===== src/rtl/lcd_frame_scheduler.sv =====
// Pixel-slot timing generator for the LVDS LCD path: walks (h,v) once per CLK_DIV clocks,
// pulls RGB666 pixels on active slots and registers HS/VS/DE/RGB for the 7:1 serializer.
module lcd_frame_scheduler #(
  parameter int CLK_DIV  = 7,
  parameter int H_ACTIVE = 800,
  parameter int H_FP     = 40,
  parameter int H_SYNC   = 48,
  parameter int H_BP     = 40,
  parameter int V_ACTIVE = 480,
  parameter int V_FP     = 13,
  parameter int V_SYNC   = 3,
  parameter int V_BP     = 32
) (
  input  logic        clk,
  input  logic        rst,
  input  logic        enable,
  input  logic [17:0] pix_data,
  input  logic        pix_valid,
  output logic        pix_ready,
  input  logic        underflow_clr,
  output logic [17:0] out_rgb,
  output logic        out_hs,
  output logic        out_vs,
  output logic        out_de,
  output logic        word_load,
  output logic        frame_start,
  output logic        underflow,
  output logic        busy
);

  localparam int H_TOTAL = H_ACTIVE + H_FP + H_SYNC + H_BP;
  localparam int V_TOTAL = V_ACTIVE + V_FP + V_SYNC + V_BP;
  localparam int DW = (CLK_DIV > 1) ? $clog2(CLK_DIV) : 1;
  localparam int HW = $clog2(H_TOTAL);
  localparam int VW = $clog2(V_TOTAL);

  localparam logic [DW-1:0] D_LAST = DW'(CLK_DIV - 1);
  localparam logic [HW-1:0] H_LAST = HW'(H_TOTAL - 1);
  localparam logic [VW-1:0] V_LAST = VW'(V_TOTAL - 1);
  // Boundaries carry one extra bit so a zero back porch cannot overflow them.
  localparam logic [HW:0] H_ACT  = (HW+1)'(H_ACTIVE);
  localparam logic [HW:0] HS_BEG = (HW+1)'(H_ACTIVE + H_FP);
  localparam logic [HW:0] HS_END = (HW+1)'(H_ACTIVE + H_FP + H_SYNC);
  localparam logic [VW:0] V_ACT  = (VW+1)'(V_ACTIVE);
  localparam logic [VW:0] VS_BEG = (VW+1)'(V_ACTIVE + V_FP);
  localparam logic [VW:0] VS_END = (VW+1)'(V_ACTIVE + V_FP + V_SYNC);

  localparam logic [0:0] IDLE = 1'b0;
  localparam logic [0:0] RUN  = 1'b1;

  logic [0:0]    state;
  logic [DW-1:0] d;
  logic [HW-1:0] h;
  logic [VW-1:0] v;
  logic [DW-1:0] drain_cnt;
  logic          draining;

  logic tick;
  logic active;
  logic last_slot;
  logic stop;
  logic [HW:0] h_x;
  logic [VW:0] v_x;

  assign h_x       = {1'b0, h};
  assign v_x       = {1'b0, v};
  assign tick      = (state == RUN) && (d == D_LAST);
  assign active    = (h_x < H_ACT) && (v_x < V_ACT);
  assign last_slot = (h == H_LAST) && (v == V_LAST);
  assign stop      = tick && last_slot && !enable;
  assign busy      = (state == RUN);

  // Handshake: a pixel transfers in a cycle where pix_valid && pix_ready. pix_ready is
  // high only on the tick cycle of an active slot, so blanking never consumes data and
  // a waiting source simply holds pix_data/pix_valid until the next active tick.
  assign pix_ready = tick && active;

  always_ff @(posedge clk or posedge rst) begin
    if (rst) begin
      state <= IDLE;
      d     <= '0;
      h     <= '0;
      v     <= '0;
    end else begin
      case (state)
        IDLE: begin
          d <= '0;
          h <= '0;
          v <= '0;
          if (enable) state <= RUN;
        end
        RUN: begin
          if (tick) begin
            d <= '0;
            if (h == H_LAST) begin
              h <= '0;
              v <= (v == V_LAST) ? '0 : v + 1'b1;
            end else begin
              h <= h + 1'b1;
            end
            if (stop) state <= IDLE;
          end else begin
            d <= d + 1'b1;
          end
        end
        default: state <= IDLE;
      endcase
    end
  end

  // The last slot of a stopped frame stays on the wires for a full slot before clearing.
  always_ff @(posedge clk or posedge rst) begin
    if (rst) begin
      out_rgb     <= '0;
      out_hs      <= 1'b0;
      out_vs      <= 1'b0;
      out_de      <= 1'b0;
      word_load   <= 1'b0;
      frame_start <= 1'b0;
      draining    <= 1'b0;
      drain_cnt   <= '0;
    end else begin
      word_load   <= tick;
      frame_start <= tick && (h == '0) && (v == '0);
      if (tick) begin
        out_rgb   <= (active && pix_valid) ? pix_data : '0;
        out_de    <= active;
        out_hs    <= (h_x >= HS_BEG) && (h_x < HS_END);
        out_vs    <= (v_x >= VS_BEG) && (v_x < VS_END);
        draining  <= stop;
        drain_cnt <= '0;
      end else if (draining) begin
        if (drain_cnt == D_LAST) begin
          out_rgb  <= '0;
          out_de   <= 1'b0;
          out_hs   <= 1'b0;
          out_vs   <= 1'b0;
          draining <= 1'b0;
        end else begin
          drain_cnt <= drain_cnt + 1'b1;
        end
      end
    end
  end

  always_ff @(posedge clk or posedge rst) begin
    if (rst) begin
      underflow <= 1'b0;
    end else if (tick && active && !pix_valid) begin
      underflow <= 1'b1;
    end else if (underflow_clr) begin
      underflow <= 1'b0;
    end
  end

endmodule


===== config.mk =====
export PLATFORM = sky130hd
export DESIGN_NAME = lcd_frame_scheduler
export DESIGN_NICKNAME = d
export VERILOG_FILES = /design/src/rtl/lcd_frame_scheduler.sv
export SDC_FILE = /design/constraint.sdc
export NUM_CORES = 1
export LEC_CHECK = 0
export CORE_ASPECT_RATIO = 1.5
export CORE_MARGIN = 4
export CORE_UTILIZATION = 51
export DETAILED_ROUTE_END_ITERATION = 10
export GPL_ROUTABILITY_DRIVEN = 0
export PLACE_DENSITY = 0.78
export SYNTH_ARGS = -nofsm -noshare
export SYNTH_HDL_FRONTEND = slang
export SYNTH_SLANG_ARGS = --single-unit

===== constraint.sdc =====
create_clock -name clk -period 2.12 [get_ports clk]
set_clock_uncertainty 0.05 [all_clocks]
set_input_delay 0.212 -clock clk [delete_from_list [all_inputs] [get_ports clk]]
set_output_delay 0.212 -clock clk [all_outputs]
set_load 0.02 [all_outputs]

# Word-level counts from Yosys, hierarchy flattened
# Cells that the tools add are included.
[totals]
reg_bits = 52
input_bits = 23
output_inout_bits = 26
[classes]
n_addsub = 4
n_lt_le_gt_ge = 6
eq_ne = 7
mux = 30
n_bitwise = 1
reduce_logical = 22
[ops]
columns = ["op", "count"]
rows = [
  ["two-way mux 18 bit", 4],
  ["two-way mux 10 bit", 5],
  ["case mux 10 bit (2 select lines)", 2],
  ["adder 10 x 1 -> 10 bit, second input constant", 2],
  ["== test 10 bit, second input constant", 2],
  ["zero test 10 bit", 2],
  ["less-than comparator 10 bit, second input constant", 2],
  ["less-than comparator 10 x 9 -> 1 bit, second input constant", 2],
  ["two-way mux 1 bit", 13],
  ["logical AND 1 bit", 12],
  ["two-way mux 3 bit", 4],
  [">= comparator 10 bit, second input constant", 1],
  [">= comparator 10 x 9 -> 1 bit, second input constant", 1],
  ["adder 3 x 1 -> 3 bit, second input constant", 2],
  ["== test 3 bit, second input constant", 2],
  ["case mux 3 bit (2 select lines)", 1],
  ["AND reduction 2 bit", 3],
  ["nonzero test 2 bit", 3],
  ["inequality test 2 x 1 -> 1 bit, second input constant", 2],
  ["zero test 1 bit", 2],
  ["inequality test 2 bit, second input constant", 1],
  ["case mux 1 bit (2 select lines)", 1],
  ["inverter 1 bit", 1],
]

# Logic depth before layout (Yosys ltp)
# Gate-level depths: netlist of run 1.
[depth]
word_depth = 7
depth_mapped = 9
depth_no_buf = 7

# Least setup slack after synthesis of run 1
# Ideal clock, no wire load.
[synth_path]
path_type = "reg-to-reg"
start = "register d[0]"
end = "register underflow"
setup_ns = 0.069
arrival_time_ns = 1.704
required_ns = 2.001
setup_slack_ns = 0.297
path_stages_with_launch = 7
path_cell_list = "dfrtp_1 inv_1 ha_1 clkbuf_2 nand3_4 nor3_1 a22o_1"
[synth_via]
elab_chain_len = 5
word_cells_on_any_way = 6
cone_classes = "1 x eq/ne; 1 x mux; 4 x reduce/logical"
[synth_rtl]
columns = ["element", "line_no", "text"]
rows = [
  ["start: declaration", "52", "logic [DW-1:0] d;"],
  ["start signal: assignment", "103", "d <= d + 1'b1;"],
  ["== test 3 bit *", "67", "assign tick = (state == RUN) && (d == D_LAST);"],
  ["logical AND 1 bit *", "67", ""],
  ["logical AND 1 bit *", "-", ""],
  ["via pix_ready", "19", "output logic pix_ready,"],
  ["logical AND 1 bit *", "149", "end else if (tick && active && !pix_valid) begin"],
  ["two-way mux 1 bit or nonzero test 2 bit (tied branches)", "-", ""],
  ["end signal: assignment", "148", "underflow <= 1'b0;"],
  ["end signal: assignment", "150", "underflow <= 1'b1;"],
  ["end signal: assignment", "152", "underflow <= 1'b0;"],
  ["end: declaration", "27", "output logic underflow,"],
]
# The timed path passes the listed nets; every way through them passes the cells marked *.
# A chain may end at the register's enable or synchronous reset.

# Worst setup path in the final report of run 1
[layout_path]
start = "register v[6]"
end = "output pix_ready"
[layout_via]
elab_chain_len = 3
[layout_rtl]
columns = ["element", "line_no", "text"]
rows = [
  ["start: declaration", "54", "logic [VW-1:0] v;"],
  ["start signal: assignment", "97", "v <= (v == V_LAST) ? '0 : v + 1'b1;"],
  ["less-than comparator 10 x 9 -> 1 bit", "68", "assign active = (h_x < H_ACT) && (v_x < V_ACT);"],
  ["logical AND 1 bit", "68", ""],
  ["logical AND 1 bit", "76", "assign pix_ready = tick && active;"],
  ["end: declaration", "19", ""],
]
# No other way between the ends.

==> results of run 1 <==
-- what timing repair did --
item                       in CTS  in global routing
gates resized for setup         1                  0
hold endpoints to repair        0                  0
setup endpoints to repair       1                  0
-- synthesized netlist by cell type (all sizes together), types with 2 or more instances --
| cell type | count | share of area (%) |
|---|---|---|
| dfrtp | 52 | 51 |
| a22o | 20 | 6.9 |
| nor2 | 14 | 2.1 |
| a31oi | 12 | 3.0 |
| inv | 12 | 1.8 |
| nand2 | 12 | 1.8 |
| nand3 | 11 | 3.2 |
| ha | 10 | 4.9 |
| xnor2 | 10 | 3.5 |
| nor4 | 9 | 2.8 |
| buf | 8 | 1.9 |
| clkbuf | 6 | 0.99 |
| nand4 | 6 | 1.5 |
| and3 | 5 | 1.2 |
| and4 | 5 | 1.7 |
| nand2b | 4 | 0.99 |
| nor3 | 4 | 0.79 |
| a21boi | 3 | 0.89 |
| and2 | 3 | 0.74 |
| nand3b | 3 | 0.89 |
| o21ai | 3 | 0.74 |
| xor2 | 2 | 0.69 |
-- layout by cell type (no fill, tap or decap), types with 3 or more instances in the layout --
master / n
sky130_fd_sc_hd__nor3_1: 4
sky130_fd_sc_hd__a22o_1: 20
sky130_fd_sc_hd__buf_4: 19
sky130_fd_sc_hd__and2_1: 3
sky130_fd_sc_hd__nor4_1: 8
sky130_fd_sc_hd__a31oi_1: 11
sky130_fd_sc_hd__and3_1: 5
sky130_fd_sc_hd__nand2b_1: 4
sky130_fd_sc_hd__nor2_1: 14
sky130_fd_sc_hd__ha_1: 10
sky130_fd_sc_hd__xnor2_1: 10
sky130_fd_sc_hd__nand3b_1: 3
sky130_fd_sc_hd__clkdlybuf4s50_1: 47
sky130_fd_sc_hd__nand4_1: 6
sky130_fd_sc_hd__dfrtp_1: 52
sky130_fd_sc_hd__nand2_1: 12
sky130_fd_sc_hd__and4_1: 5
sky130_fd_sc_hd__nand3_1: 9
sky130_fd_sc_hd__clkbuf_8: 5
sky130_fd_sc_hd__inv_1: 10
-- logic make-up (layout without fill, tap and decap cells) --
| logic type | count (synthesis) | count (layout) | synth area share, % |
|---|---|---|---|
| simple gates | 82 | 82 | 20.03 |
| flops | 52 | 52 | 51.31 |
| compound gates | 47 | 47 | 14.50 |
| buf+inv | 26 | 88 | 4.687 |
| xor+xnor | 12 | 12 | 4.144 |
| fa+ha+maj | 10 | 10 | 4.933 |
| mux | 1 | 1 | 0.3947 |
-- worst min-delay path by stage --
stage,to,slack [ns],depth (start not counted)
finish,out_rgb[11],0.26,2
global placement,d[0],0.39,1
global route,underflow,0.31,2
CTS,out_rgb[11],0.27,2
detailed placement,d[0],0.41,1
floorplan,draining,0.26,1
-- registers in the layout, indices dropped and copies added (netlist names) --
| register | cells |
|---|---|
| d | 3 |
| out_hs | 1 |
| word_load | 1 |
| drain_cnt | 3 |
| h | 10 |
| underflow | 1 |
| busy | 1 |
| out_vs | 1 |
| v | 10 |
| out_rgb | 18 |
| out_de | 1 |
| draining | 1 |
| frame_start | 1 |
-- through the flow --
step | utilization, % | total power (uW)
after floorplan | - | 1095
after global placement | 66.42 | 1184
after detailed placement | 66.42 | 1186
after CTS | 68.24 | 1735
after global routing | 68.24 | 1781
final | 68.24 | 1716
-- power groups by stage --
stage | logic [uW] | clock network (uW) | registers, uW
global route | 158 | 601 | 1020
finish | 146 | 551 | 1020
detailed placement | 148 | 0 | 1040
global placement | 146 | 0 | 1040
CTS | 149 | 567 | 1020
floorplan | 32.7 | 0 | 1060
-- routing by layer --
| layer | vias up | part of all wire, % |
|---|---|---|
| li1 | 971 | - |
| met1 | 1012 | 42 |
| met2 | 62 | 51 |
| met3 | 9 | 5.4 |
| met4 | 0 | 1.4 |
| met5 | - | 0 |
-- area by class of cell --
| type | count | area (um^2) | share of cell area, % |
|---|---|---|---|
| clock buffers | 6 | 72.57 | 2.211 |
| clock inverters | 2 | 16.27 | 0.4956 |
| inverters | 12 | 45.04 | 1.372 |
| multi-input cells | 152 | 1122 | 34.20 |
| flip-flops and latches | 52 | 1301 | 39.65 |
| well taps | 66 | 82.58 | 2.516 |
| repair buffers | 68 | 641.9 | 19.56 |
==> flow_metrics.tcl, run 1 <==
set metrics [dict create \
    area_growth_pct 29.40 \
    dieArea_um2 6188 \
    final_nets 324 \
    max_freq_ghz 0.4960 \
    ys_warn_count 0 \
    combPwrFrac_pct 8.5 \
    outcome "complete, no violations" \
    critPathMaxFanout 6 \
    crit_path_top_delay_cell "sky130_fd_sc_hd__dfrtp_1" \
    finalNonFillerCells 358 \
    die-width_um 65.58 \
    arrival_time_at_the_worst_endpoint_ns 1.75 \
    number_of_antenna_cells_inserted 0 \
    cts-buffers-inserted 5 \
    hpwl_after_dpl_um 4456 \
    cts.reportedPaths.clkPinSlew_ns 0.09 \
    clock_path_buffers 2 \
    grt.overflow.total 0 \
    route.antenna.remaining_nets 0 \
    post-cts-setup-buffer-count 0 \
    worst_slew_pin_slew_ns 0.5931 \
    cells_along_the_critical_path "and4_1 -> o21bai_1 -> nor3_1 -> dlygate4sd2_1" \
    drcViolationCount 0 \
    timing.final.crit_period_ns 2.016 \
    layout-drive-gt1-share_pct 12.33 \
    worstPathBufferInverterCount 1 \
    cpLargestDelayFamily "simple AND/OR/NAND/NOR gates" \
    synth_sequential_area_ratio_pct 51.31 \
    async_flop_share_pct 100.0 \
    power.net_switching_uw 388.6 \
    synth-edff-count 0 \
    cap_viol_max_count 0 \
    post_synth_inst_count 230 \
    worstSetupStartpoint "v[6]" \
    global_route_wire_length_before_repair_um 10040 \
    period_share_pct 95.10 \
    ys.flop_type "sky130_fd_sc_hd__dfrtp_1" \
    global_route.usage.met2_pct 37.87 \
    leakage_uw 0.001481 \
    finish.instance_area_um2 3282 \
    longest_individual_stage_delay_on_the_worst_path_ns 0.43 \
    core-area_um2 4810 \
    endpoint_kind "output port" \
    unrepaired_setup_endpoints_after_global_routing "no" \
    setup_total_negative_slack_ns 0 \
    pre_cts_slack_ns 0.1425 \
    cts-htree-levels 2 \
    fillCellCount 386 \
    clkLatencyLatePin_ns 0.30 \
    cp-endpoint "pix_ready" \
    power_frac_seq_pct 59.4 \
    synth_cell_type_count 46 \
    row_count 31 \
    drt-vias-per-instance 5.737 \
    average_detailed_routed_wire_length_per_instance_um 16.44 \
    grt_util_met1_pct 24.92 \
    via_count_of_the_first_global_routing_pass 2157 \
    setup.worst_path.class "register to output port" \
    finalWorstSetupSlack_ns 0.1039 \
    dieHeight_um 94.37 \
    worst-r2r-setup-slack_ns 0.22 \
    numPlacedInstances 350 \
    reg_to_reg_endpoint "h[3]" \
    hold_slack_ns 0.2594 \
    cts_tree "done" \
    grt_antenna_before_repair 0 \
    worst_ir_drop_vdd_uv 348.6 \
    top_usage_layer "met2" \
    holdBufCountCts 0 \
    mappedNetlistNets 263 \
    cts-root-buf "sky130_fd_sc_hd__clkbuf_8" \
    power.density_nw_per_um2 522.9 \
    synthesis.area_um2 2536 \
    grt_util_all_layers_pct 20.82 \
    cts.sinks 52 \
    ios 49 \
    placement.cell_area_um2 3194 \
    internal-power_uw 1327 \
    power.switching_fraction_pct 22.65 \
    worstHoldPathType "input pin to asynchronous set/reset pin" \
    syn_avg_cell_area_um2 11.03 \
    timing.rr.start "h[0]" \
    maxSlewViolCount 0 \
    drt_iter0_markers 109 \
    wl_final_um 5884 \
    start_util_pct 52.73 \
    timing.final.setup_violations 0 \
    drt_first_pass_iters 4 \
    numPortBuffers 48 \
    timing.slew.headroom_pct 60.40 \
    grt_start_max_net_pins 30 \
    reg2reg_depth 6 \
    global_route.usage.met3_pct 3.214 \
    timing.critical_path.from_type "register" \
    req_time_crit_path_ns 1.86 \
    ys_seq_elements 52 \
    clock_power_share_pct 32.1 \
    worst-path-stages 4 \
    dr_total_vias 2054 \
    hold_viol_final 0 \
]
Note: power is estimated with default switching activity, not from simulation.
==> run 2: changes to the inputs <==
--- a/config.mk
+++ b/config.mk
@@ -7,10 +7,11 @@
 export LEC_CHECK = 0
 export CORE_ASPECT_RATIO = 1.5
 export CORE_MARGIN = 4
-export CORE_UTILIZATION = 51
+export CORE_UTILIZATION = 35
 export DETAILED_ROUTE_END_ITERATION = 10
 export GPL_ROUTABILITY_DRIVEN = 0
-export PLACE_DENSITY = 0.78
+export HOLD_SLACK_MARGIN = 0.03
+export PLACE_DENSITY = 0.57
 export SYNTH_ARGS = -nofsm -noshare
 export SYNTH_HDL_FRONTEND = slang
 export SYNTH_SLANG_ARGS = --single-unit
==> run 2 against run 1 <==
Clock-buffer cell count down 1. Wire length unchanged. Sequential power about the same. Worst setup slack better by 0.052 ns. Cell area up 2.5%. Sequential share of layout area down 0.97 points. Critical path type unchanged.
==> flow_metrics.tcl, run 2 (same netlist as run 1, synthesis figures left out) <==
set metrics [dict create \
    cts.sinks 52 \
    drt_iter0_markers 76 \
    layout-drive-gt1-share_pct 12.97 \
    biggest_register "out_rgb" \
    period_share_pct 92.65 \
    timing.final.crit_period_ns 1.964 \
    outcome "complete, no violations" \
    largest_reg_flops 18 \
    setup_total_negative_slack_ns 0 \
    grt_antenna_before_repair 0 \
    drt_first_pass_iters 4 \
    postLayoutCoreUtil_pct 48.45 \
    worst_slew_pin_slew_ns 0.5024 \
    grt_util_all_layers_pct 14.46 \
    cts.reportedPaths.clkPinSlew_ns 0.09 \
    post-cts-setup-buffer-count 0 \
    registers_with_the_highest_flip_flop_counts "out_rgb x18, h x10, v x10" \
    via_count_of_the_first_global_routing_pass 2020 \
    endpoint_kind "output port" \
    average_detailed_routed_wire_length_per_instance_um 15.86 \
    start_util_pct 36.52 \
    timing.slew.headroom_pct 66.43 \
    numPortBuffers 48 \
    cts_tree "done" \
    finalNonFillerCells 371 \
    combPwrFrac_pct 7.6 \
    arrival_time_at_the_worst_endpoint_ns 1.70 \
    fillCellCount 640 \
    ios 49 \
    cts-htree-levels 2 \
    grt_start_max_net_pins 53 \
    multi_input_comb_area_um2 1122 \
    maxSlewViolCount 0 \
    cap_viol_max_count 0 \
    dieHeight_um 112.3 \
    clock_power_share_pct 40.0 \
    row_count 37 \
    unrepaired_setup_endpoints_after_global_routing "no" \
    core-area_um2 6944 \
    timing.final.setup_violations 0 \
    cts-root-buf "sky130_fd_sc_hd__clkbuf_8" \
    setup.worst_path.class "register to output port" \
    drt-vias-per-instance 5.437 \
    dr_total_vias 2017 \
    power.density_nw_per_um2 577.8 \
    final_common_cell "sky130_fd_sc_hd__dfrtp_1" \
    final_nets 326 \
    route.antenna.remaining_nets 0 \
    area_growth_pct 32.66 \
    die-width_um 77.51 \
    power.net_switching_uw 385.6 \
    mostFrequentLayoutCells "sky130_fd_sc_hd__dfrtp_1 (52), sky130_fd_sc_hd__clkdlybuf4s50_1 (47), sky130_fd_sc_hd__a22o_1 (20), sky130_fd_sc_hd__buf_4 (20), sky130_fd_sc_hd__nor2_1 (14)" \
    leakage_uw 0.001520 \
    grt.overflow.total 0 \
    clock_path_buffers 2 \
    worstHoldPathType "input pin to asynchronous set/reset pin" \
    dieArea_um2 8700 \
    max_freq_ghz 0.5091 \
    internal-power_uw 1558 \
    area.sequential_um2 1301 \
    wl_final_um 5884 \
    power_frac_seq_pct 52.4 \
    hold_viol_final 0 \
    req_time_crit_path_ns 1.86 \
    reg2reg_depth 9 \
    hpwl_after_dpl_um 4343 \
    worst_ir_drop_vdd_uv 233.9 \
    drcViolationCount 0 \
    critPathMaxFanout 4 \
    number_of_antenna_cells_inserted 0 \
    global_route_wire_length_before_repair_um 10230 \
    numPlacedInstances 364 \
    clkLatencyLatePin_ns 0.30 \
    timing.critical_path.from_type "register" \
    power.switching_fraction_pct 19.84 \
    cts-buffers-inserted 5 \
]
## run 2: per-stage QoR
step	cell area, um^2	total power (uW)	setup slack [ns]	hold WS, ns
finish	3364	1944	0.1557	0.2280
global route	3364	2016	0.006260	0.2496
CTS	3364	1976	0.1294	0.2267
detailed placement	3237	1188	0.1843	0.4076
global placement	3237	1188	0.2125	0.3939
floorplan	2536	1095	0.2966	0.2588
## run 2: final timing paths
check / startpoint / endpoint / slack (ns)
max in group asynchronous: rst / h[0] / 1.56
min in group clk: d[0] / d[0] / 0.41
worst max register to register: d[0] / v[9] / 0.23
worst min-delay path: rst / out_rgb[6] / 0.23
worst min register to register: d[0] / d[0] / 0.41
worst max-delay path: v[8] / pix_ready / 0.16
## run 2: final cells by class
class                      instances  share of cell area, %
clock buffer                       5                  2.045
clock inverter                     2                  1.785
inverter                          12                  1.339
multi-input combinational        152                  33.36
sequential                        52                  38.68
tap                               78                  2.901
timing repair buffer              70                  19.90
## run 2: timing repair
action | in CTS | in global routing
endpoints found under the hold margin | 0 | 0
hold buffers | 0 | 0
resized for setup | 1 | 0
endpoints found under the setup margin | 1 | 0
## run 2: worst max-delay path, stage by stage (launching register included)
cell                            delay (ns)
sky130_fd_sc_hd__dfrtp_1              0.42
sky130_fd_sc_hd__and4_1               0.23
sky130_fd_sc_hd__o21bai_1             0.18
sky130_fd_sc_hd__nor3_1               0.19
sky130_fd_sc_hd__dlygate4sd2_1        0.37
## run 2: power by group through the flow
| stage | Combinational (uW) | Sequential (uW) | Clock [uW] |
|---|---|---|---|
| CTS | 151 | 1020 | 807 |
| detailed placement | 150 | 1040 | 0 |
| global route | 158 | 1020 | 837 |
| finish | 147 | 1020 | 778 |
| global placement | 151 | 1040 | 0 |
| floorplan | 32.7 | 1060 | 0 |
## run 2: routing by layer
metal | track usage (%) | up-vias | routed length [um]
met5 | 0 | - | 0
met4 | 4.869 | 0 | 78
met3 | 2.970 | 8 | 283
met2 | 24.35 | 70 | 2904
met1 | 18.40 | 966 | 2617
li1 | - | 973 | -
